--- src/rtl/acc_pkg.sv ---
// Shared types and default sizing for the accumulator frame transmitter.
package acc_pkg;

   typedef enum logic [2:0] {
      IDLE   = 3'd0,
      START  = 3'd1,
      DATA   = 3'd2,
      PARITY = 3'd3,
      STOP   = 3'd4
   } state_e;

   localparam int DATA_W_DEF    = 6;
   localparam int BAUD_DIV_DEF  = 4;
   localparam int PARITY_EN_DEF = 1;
   localparam int NB            = DATA_W_DEF + 1;
   localparam int FRAME_BITS    = NB + 2 + PARITY_EN_DEF;

   // Serial bits per frame: start, carry+data, optional parity, stop.
   function automatic int frame_bits(input int data_w, input int parity_en);
      return data_w + 1 + 2 + parity_en;
   endfunction

endpackage

--- src/rtl/acc_baud_gen.sv ---
// Bit-period down-counter: o_bit_tick marks the last clock of the current serial bit.
module acc_baud_gen
   import acc_pkg::*;
#(
   parameter int BAUD_DIV = BAUD_DIV_DEF
) (
   input  logic clk,
   input  logic i_rst_n,
   input  logic i_load,
   output logic o_bit_tick
);

   localparam logic [7:0] RELOAD = 8'(BAUD_DIV - 1);

   logic [7:0] cnt_q, cnt_d;

   always_comb begin
      cnt_d = cnt_q;
      if (i_load) begin
         cnt_d = RELOAD;
      end else if (cnt_q != 8'd0) begin
         cnt_d = cnt_q - 8'd1;
      end
   end

   always_ff @(posedge clk or negedge i_rst_n) begin
      if (!i_rst_n) begin
         cnt_q <= 8'd0;
      end else begin
         cnt_q <= cnt_d;
      end
   end

   assign o_bit_tick = (cnt_q == 8'd0);

endmodule

--- src/rtl/acc_frame_tx.sv ---
// Captures {carry, data} from the accumulator and sends it as a UART-style frame:
// start, data LSB first, optional even parity, stop. Counts words offered while busy.
module acc_frame_tx
   import acc_pkg::*;
#(
   parameter int DATA_W    = DATA_W_DEF,
   parameter int BAUD_DIV  = BAUD_DIV_DEF,
   parameter int PARITY_EN = PARITY_EN_DEF,
   parameter int DROP_W    = 4
) (
   input  logic              clk,
   input  logic              i_rst_n,
   input  logic [DATA_W-1:0] i_data,
   input  logic              i_carry,
   input  logic              i_valid,
   output logic              o_ready,
   output logic              o_tx,
   output logic              o_busy,
   output logic              o_done,
   output logic [DROP_W-1:0] o_drop_cnt,
   output state_e            o_state
);

   localparam int NBITS = DATA_W + 1;
   localparam int IDX_W = (NBITS > 1) ? $clog2(NBITS) : 1;
   localparam logic [IDX_W-1:0]  LAST_IDX = IDX_W'(NBITS - 1);
   localparam logic [DROP_W-1:0] DROP_MAX = '1;

   state_e             state_q, state_d;
   logic [NBITS-1:0]   shift_q, shift_d;
   logic               parity_q, parity_d;
   logic [IDX_W-1:0]   idx_q, idx_d;
   logic               tx_q, tx_d;
   logic [DROP_W-1:0]  drop_q, drop_d;
   logic               load;
   logic               bit_tick;

   acc_baud_gen #(
      .BAUD_DIV (BAUD_DIV)
   ) u_baud (
      .clk        (clk),
      .i_rst_n    (i_rst_n),
      .i_load     (load),
      .o_bit_tick (bit_tick)
   );

   // Handshake: a word is taken only on a cycle where i_valid && o_ready;
   // o_ready is high exactly while IDLE, so a held i_valid re-captures only after the frame.
   // tx_d is the line level for the state being entered, so o_tx is a clean flop output.
   always_comb begin
      state_d  = state_q;
      shift_d  = shift_q;
      parity_d = parity_q;
      idx_d    = idx_q;
      tx_d     = tx_q;
      load     = 1'b0;
      case (state_q)
         IDLE: begin
            tx_d = 1'b1;
            if (i_valid) begin
               state_d  = START;
               shift_d  = {i_carry, i_data};
               parity_d = ^{i_carry, i_data};
               idx_d    = '0;
               tx_d     = 1'b0;
               load     = 1'b1;
            end
         end
         START: begin
            if (bit_tick) begin
               state_d = DATA;
               tx_d    = shift_q[0];
               load    = 1'b1;
            end
         end
         DATA: begin
            if (bit_tick) begin
               load = 1'b1;
               if (idx_q == LAST_IDX) begin
                  if (PARITY_EN != 0) begin
                     state_d = PARITY;
                     tx_d    = parity_q;
                  end else begin
                     state_d = STOP;
                     tx_d    = 1'b1;
                  end
               end else begin
                  shift_d = shift_q >> 1;
                  idx_d   = idx_q + IDX_W'(1);
                  tx_d    = shift_q[1];
               end
            end
         end
         PARITY: begin
            if (bit_tick) begin
               state_d = STOP;
               tx_d    = 1'b1;
               load    = 1'b1;
            end
         end
         STOP: begin
            if (bit_tick) begin
               state_d = IDLE;
               tx_d    = 1'b1;
            end
         end
         default: begin
            state_d = IDLE;
            tx_d    = 1'b1;
         end
      endcase
   end

   always_comb begin
      drop_d = drop_q;
      if (i_valid && (state_q != IDLE) && (drop_q != DROP_MAX)) begin
         drop_d = drop_q + DROP_W'(1);
      end
   end

   always_ff @(posedge clk or negedge i_rst_n) begin
      if (!i_rst_n) begin
         state_q  <= IDLE;
         shift_q  <= '0;
         parity_q <= 1'b0;
         idx_q    <= '0;
         tx_q     <= 1'b1;
         drop_q   <= '0;
      end else begin
         state_q  <= state_d;
         shift_q  <= shift_d;
         parity_q <= parity_d;
         idx_q    <= idx_d;
         tx_q     <= tx_d;
         drop_q   <= drop_d;
      end
   end

   assign o_ready    = (state_q == IDLE);
   assign o_busy     = (state_q != IDLE);
   assign o_done     = (state_q == STOP) && bit_tick;
   assign o_tx       = tx_q;
   assign o_drop_cnt = drop_q;
   assign o_state    = state_q;

endmodule

--- config.mk ---
export PLATFORM = sky130hd
export DESIGN_NAME = acc_frame_tx
export DESIGN_NICKNAME = d
export VERILOG_FILES = /design/src/rtl/acc_pkg.sv /design/src/rtl/acc_baud_gen.sv /design/src/rtl/acc_frame_tx.sv
export SDC_FILE = /design/constraint.sdc
export NUM_CORES = 1
export LEC_CHECK = 0
export CELL_PAD_IN_SITES_DETAIL_PLACEMENT = 0
export CELL_PAD_IN_SITES_GLOBAL_PLACEMENT = 1
export CORE_MARGIN = 10
export CORE_UTILIZATION = 42
export DETAILED_ROUTE_END_ITERATION = 7
export HOLD_SLACK_MARGIN = 0.06
export PLACE_DENSITY = 0.89
export SLEW_MARGIN = 10
export SYNTH_ARGS = -nofsm -noshare
export SYNTH_HDL_FRONTEND = slang
export SYNTH_SLANG_ARGS = --single-unit
--- constraint.sdc ---
create_clock -name clk -period 2.6 [get_ports clk]
set_input_delay 0.78 -clock clk [delete_from_list [all_inputs] [get_ports clk]]
set_output_delay 0.78 -clock clk [all_outputs]
set_load 0.01 [all_outputs]
# Word-level counts from Yosys, hierarchy flattened
# Index checks and enable logic that the tools add are counted.
word_totals:
  out_inout_bits: 11
  elab_cells: 66
  inputBits: 10
  regBits: 27
op_classes:
  n_eq_ne: 14
  n_addsub: 3
  reduce_logical: 16
  mux: 26
ops:
  columns: ["operator", "n"]
  rows:
  - ["two-way mux 3 bit", 9]
  - ["two-way mux 7 bit", 3]
  - ["two-way mux 8 bit", 2]
  - ["one-hot mux 3 bit (5 select lines)", 1]
  - ["inequality test 2 bit (second input constant)", 7]
  - ["one-hot mux 7 bit (2 select lines)", 1]
  - ["logical NOT 8 bit", 1]
  - ["nonzero test 8 bit", 1]
  - ["subtractor 8 x 1 -> 8 bit (second input constant)", 1]
  - ["two-way mux 1 bit", 7]
  - ["parity 7 bit", 1]
  - ["== test 3 x 2 -> 1 bit (second input constant)", 2]
  - ["== test 3 bit (second input constant)", 2]
  - ["one-hot mux 3 bit (2 select lines)", 1]
  - ["AND reduction 6 bit", 1]
  - ["adder 4 x 1 -> 4 bit (second input constant)", 1]
  - ["inequality test 4 bit (second input constant)", 1]
  - ["one-hot mux 1 bit (4 select lines)", 1]
  - ["AND reduction 4 bit", 1]
  - ["nonzero test 2 bit", 2]
  - ["adder 3 x 1 -> 3 bit (second input constant)", 1]
  - ["== test 3 x 1 -> 1 bit (second input constant)", 1]
  - ["logical AND 1 bit", 3]
  - ["logical NOT 3 bit", 1]
  - ["other kinds (7)", 7]

# Logic depth before layout (Yosys ltp)
logic_depth:
  word_depth: 4
  ltp_mapped: 6
  mapped_depth_nobuf: 6

# Modules after synthesis
# A second synthesis with hierarchy kept.
hier_totals:
  cells_unflattened: 154
  area_unflattened_um2: 1493.9
modules_own_cells:
  columns: ["module", "instances", "seq_area_each_um2", "area_each_um2", "cells_each"]
  rows:
  - ["acc_frame_tx", 1, 476.7, 1063.5, 111]
  - ["acc_baud_gen", 1, 200.2, 430.4, 43]

# Least setup slack after synthesis
# No wires, ideal clock.
synth_timing:
  path_kind: "register to register"
  from: "register state_q[0] (netlist: o_state[0])"
  to: "register shift_q[0]"
  path_slack_ns: 0.585
  path_stages_with_launch: 6
  t_required_ns: 2.475
  period_less_slack_ns: 2.015
  path_buffers: 2
  setup_ns: 0.125
  t_arrival_ns: 1.891
  path_cell_list: "dfrtp_1 -> clkbuf_1 -> nor3b_1 -> clkbuf_1 -> mux2_2 -> mux2_2"
synth_via:
  elab_chain_cells: 3
  word_cells_on_any_way: 8
  classes_between: "eq/ne (4); mux (1); reduce/logical (3)"
synth_rtl:
  columns: ["element", "line", "source"]
  rows:
  - ["start, declared", "acc_frame_tx.sv:29", "state_e state_q, state_d;"]
  - ["start signal, assigned", "acc_frame_tx.sv:130", "state_q <= state_d;"]
  - ["== test 3 x 2 -> 1 bit or logical NOT 3 bit (tied branches)", "acc_frame_tx.sv:57", "case (state_q)"]
  - ["inequality test 2 bit (no source line) or nonzero test 2 bit (tied branches)", null, null]
  - ["AND reduction 4 bit (no source line)", null, null]
  - ["end signal, assigned", "acc_frame_tx.sv:131", "shift_q <= shift_d;"]
  - ["end, declared", "acc_frame_tx.sv:30", "logic [NBITS-1:0] shift_q, shift_d;"]
# Parallel ways exist; a longest one is shown, timed or not.
# A chain may end at the register's enable or synchronous reset.

# Worst setup path in the final report
layout_timing:
  from: "register state_q[0] (netlist: o_state[0])"
  to: "output port o_ready"
layout_via:
  elab_chain_cells: 1
layout_rtl:
  columns: ["element", "line", "source"]
  rows:
  - ["logical NOT 3 bit", "acc_frame_tx.sv:139", "assign o_ready = (state_q == IDLE);"]
  - ["end, declared", "acc_frame_tx.sv:16", "output logic o_ready,"]
# Every way passes these cells.

==> results.cfg <==
[power]
cellLeakagePower_nw = 0.746
powerDensity_nw_per_um2 = 1040
vdd_drop_max_uv = 342

[global_route]
antenna_found_initial = 0
grt_usage = 0.102
overflow = 0
grt.met1_usage = 0.125
grt_pass1_wl_mm = 5.42
busiest_layer = met2
grt_max_degree = 28
grt_pass1_vias = 1197
grt_use_met2 = 0.174
met3_usage = 0.0223

[sta]
period_share = 0.957
finalSetupViolations = 0
rsz0062_at_grt = no
min_period_ns = 2.49
hold_violations = 0
tns_ns = 0
setup_slack_ns = 0.113
max_freq_mhz = 402
drv_slew = 0
skew_ns = 0.00177
tightest_slew_ns = 0.462
slew_headroom = 0.691

[worst_setup_path]
slowest_stage = clkdlybuf4s50_1
arrival_ns = 1.71
crit_path_start_kind = flop
worstRegToRegCells = 6
cp_cell_sequence = buf_4 -> nor3_2 -> clkdlybuf4s50_1
critPathKind = flop to output port
reg2reg_to = o_tx$_DFFE_PN1P_
endpoint_kind = output port
max_stage_delay_ns = 0.57
crit_required_ns = 1.82
crit_fanout = 8
reg2reg_from = u_baud.cnt_q[0]$_DFFE_PN0P_
r2r_slack_ns = 0.57

[synth]
synth_cell_types = 38
synth_edf_count = 0
yosys_register_bits = 27
post-synth-top-area-fraction = 0.427
ys_warn_count = 0
seq_area_frac_synth = 0.444
synth.most_common_cell = dfrtp_1
synth_area_leaders = dfrtp_1, mux2_2, xnor2_1, ha_1, nand2_1
synth_nets = 159
synth_largest_area_cell = dfrtp_1
synth.top_cells.by_count = dfrtp_1, mux2_2, nand2_1, nor2_1, xnor2_1
async_reset_ff_frac = 1.00
synth_area_per_cell_sq_um = 10.6
postSynthCellCount = 144
synthFlopType = dfrtp_1
synth.cell_area_sq_um = 1520

[die]
io_pins = 21
rows = 21
fp.dieArea_sq_um = 6440
fp.dieW_um = 80.2
core_sq_um = 3420
die_h_um = 80.2
start_util = 0.446

[detailed_routing]
drc_errors = 0
wl_mm = 3.02
vias = 1155
ant_nets = 0
wire_per_inst_um = 13.8
drtIter0Drc = 58
via_per_inst = 5.27
drt_pre_antenna_iters = 4

[layout]
layout-drive-gt1-share = 0.243
fin_area_sq_um = 1870
syn_to_final_growth_pct = 23.0
instances_no_fill = 219
diodes = 0
final_nets = 189

[cts]
clk_latency_ns = 0.33
clkSinkCount = 27
holdBufCountCts = 0
cts_setup_buffers = 0
cts_tree = done
clockBufferDepth = 2
clkTransAtPathRegs_ns = 0.15
htreeDepth = 1
root_buffer = clkbuf_4
numCtsBuffers = 3

[placement]
placed_area_sq_um = 1830
place_inst = 215
globalplace.congestion = 0.809
post-place-ws_ns = 0.0963
io_buffer_count = 20
dpl.hpwl_mm = 2.33

[worst_hold_path]
hold_depth = 1
min_to = o_drop_cnt[3]$_DFFE_PN0P_
hold_start = o_drop_cnt[3]$_DFFE_PN0P_
hold_path.class = flop to flop

[run]
maxCapViolCount = 0

[outcome]
status = finished clean
-- logic make-up (layout without fill, tap and decap cells) --
logic type	after synthesis	count (layout)	share of synthesized area
AO/OA/AOI/OAI	19	19	0.0862
XOR/XNOR	14	14	0.0805
flip-flops	27	27	0.444
multiplexers	18	18	0.131
AND/OR/NAND/NOR	50	50	0.189
buffers and inverters	11	40	0.0279
adder cells (fa/ha/maj)	5	5	0.0411
-- report_power, final --
group | internal (mW) | switching [mW]
sequential | 0.622 | 0.199
combinational | 0.524 | 0.419
clock | 0.0578 | 0.130
-- registers in the layout (all words and copies together) (netlist names) --
signal	cells
idx_q	3
o_tx	1
shift_q	7
o_drop_cnt	4
u_baud.cnt_q	8
o_state	3
parity_q	1
-- placed cells by master, fill, tap and decap left out, types with 5 or more instances in the layout --
cell and n:
nand2_1 11, a21oi_1 6, inv_1 8, o21ai_0 5
clkdlybuf4s50_1 18, xnor2_1 10, nor2_1 11, buf_4 8
mux2_2 16, dfrtp_1 25
-- cell type report --
cell class / instances / area (sq um)
timing repair buffer: 28 / 258
inverter: 8 / 30.0
tap: 46 / 57.6
clock inverter: 1 / 5.00
multi-input combinational: 106 / 823
clock buffer: 3 / 22.5
fill: 314 / 1540
sequential: 27 / 678
-- routing by layer --
metal | up-vias | part of all wire
li1 | 559 | -
met1 | 578 | 0.45
met2 | 16 | 0.50
met3 | 2 | 0.043
met4 | 0 | 0.0063
met5 | - | 0
-- critical path, delay by kind of cell, from the launching register on --
kind | cells | cell delay, ns
flops | 1 | 0.45
simple gates | 1 | 0.18
buf+inv | 2 | 0.75
-- timing repair --
item,CTS,global route
resized for setup,2,7
endpoints found under the setup margin,1,3
gates cloned,0,0
-- per-stage QoR --
stage	util	hold slack, ns	power, mW
after detailed placement	0.536	0.493	1.76
after global placement	0.536	0.483	1.71
after CTS	0.545	0.525	1.96
final	0.549	0.518	1.95
after floorplan	-	0.475	1.42
after global routing	0.549	0.543	2.12
-- worst max-delay path by stage --
stage                                startpoint                endpoint  slack, ns  cells past startpoint
global placement    u_baud.cnt_q[0]$_DFFE_PN0P_                  o_done       0.16                      6
detailed placement  u_baud.cnt_q[0]$_DFFE_PN0P_                  o_done        0.1                      6
global route             o_state[0]$_DFFE_PN0P_                 o_ready       0.02                      3
finish                   o_state[0]$_DFFE_PN0P_                 o_ready       0.11                      3
CTS                      o_state[0]$_DFFE_PN0P_                  o_busy       0.02                      4
floorplan                o_state[0]$_DFFE_PN0P_  shift_q[0]$_DFFE_PN0P_       0.58                      5
(Power assumes the default switching activity.)
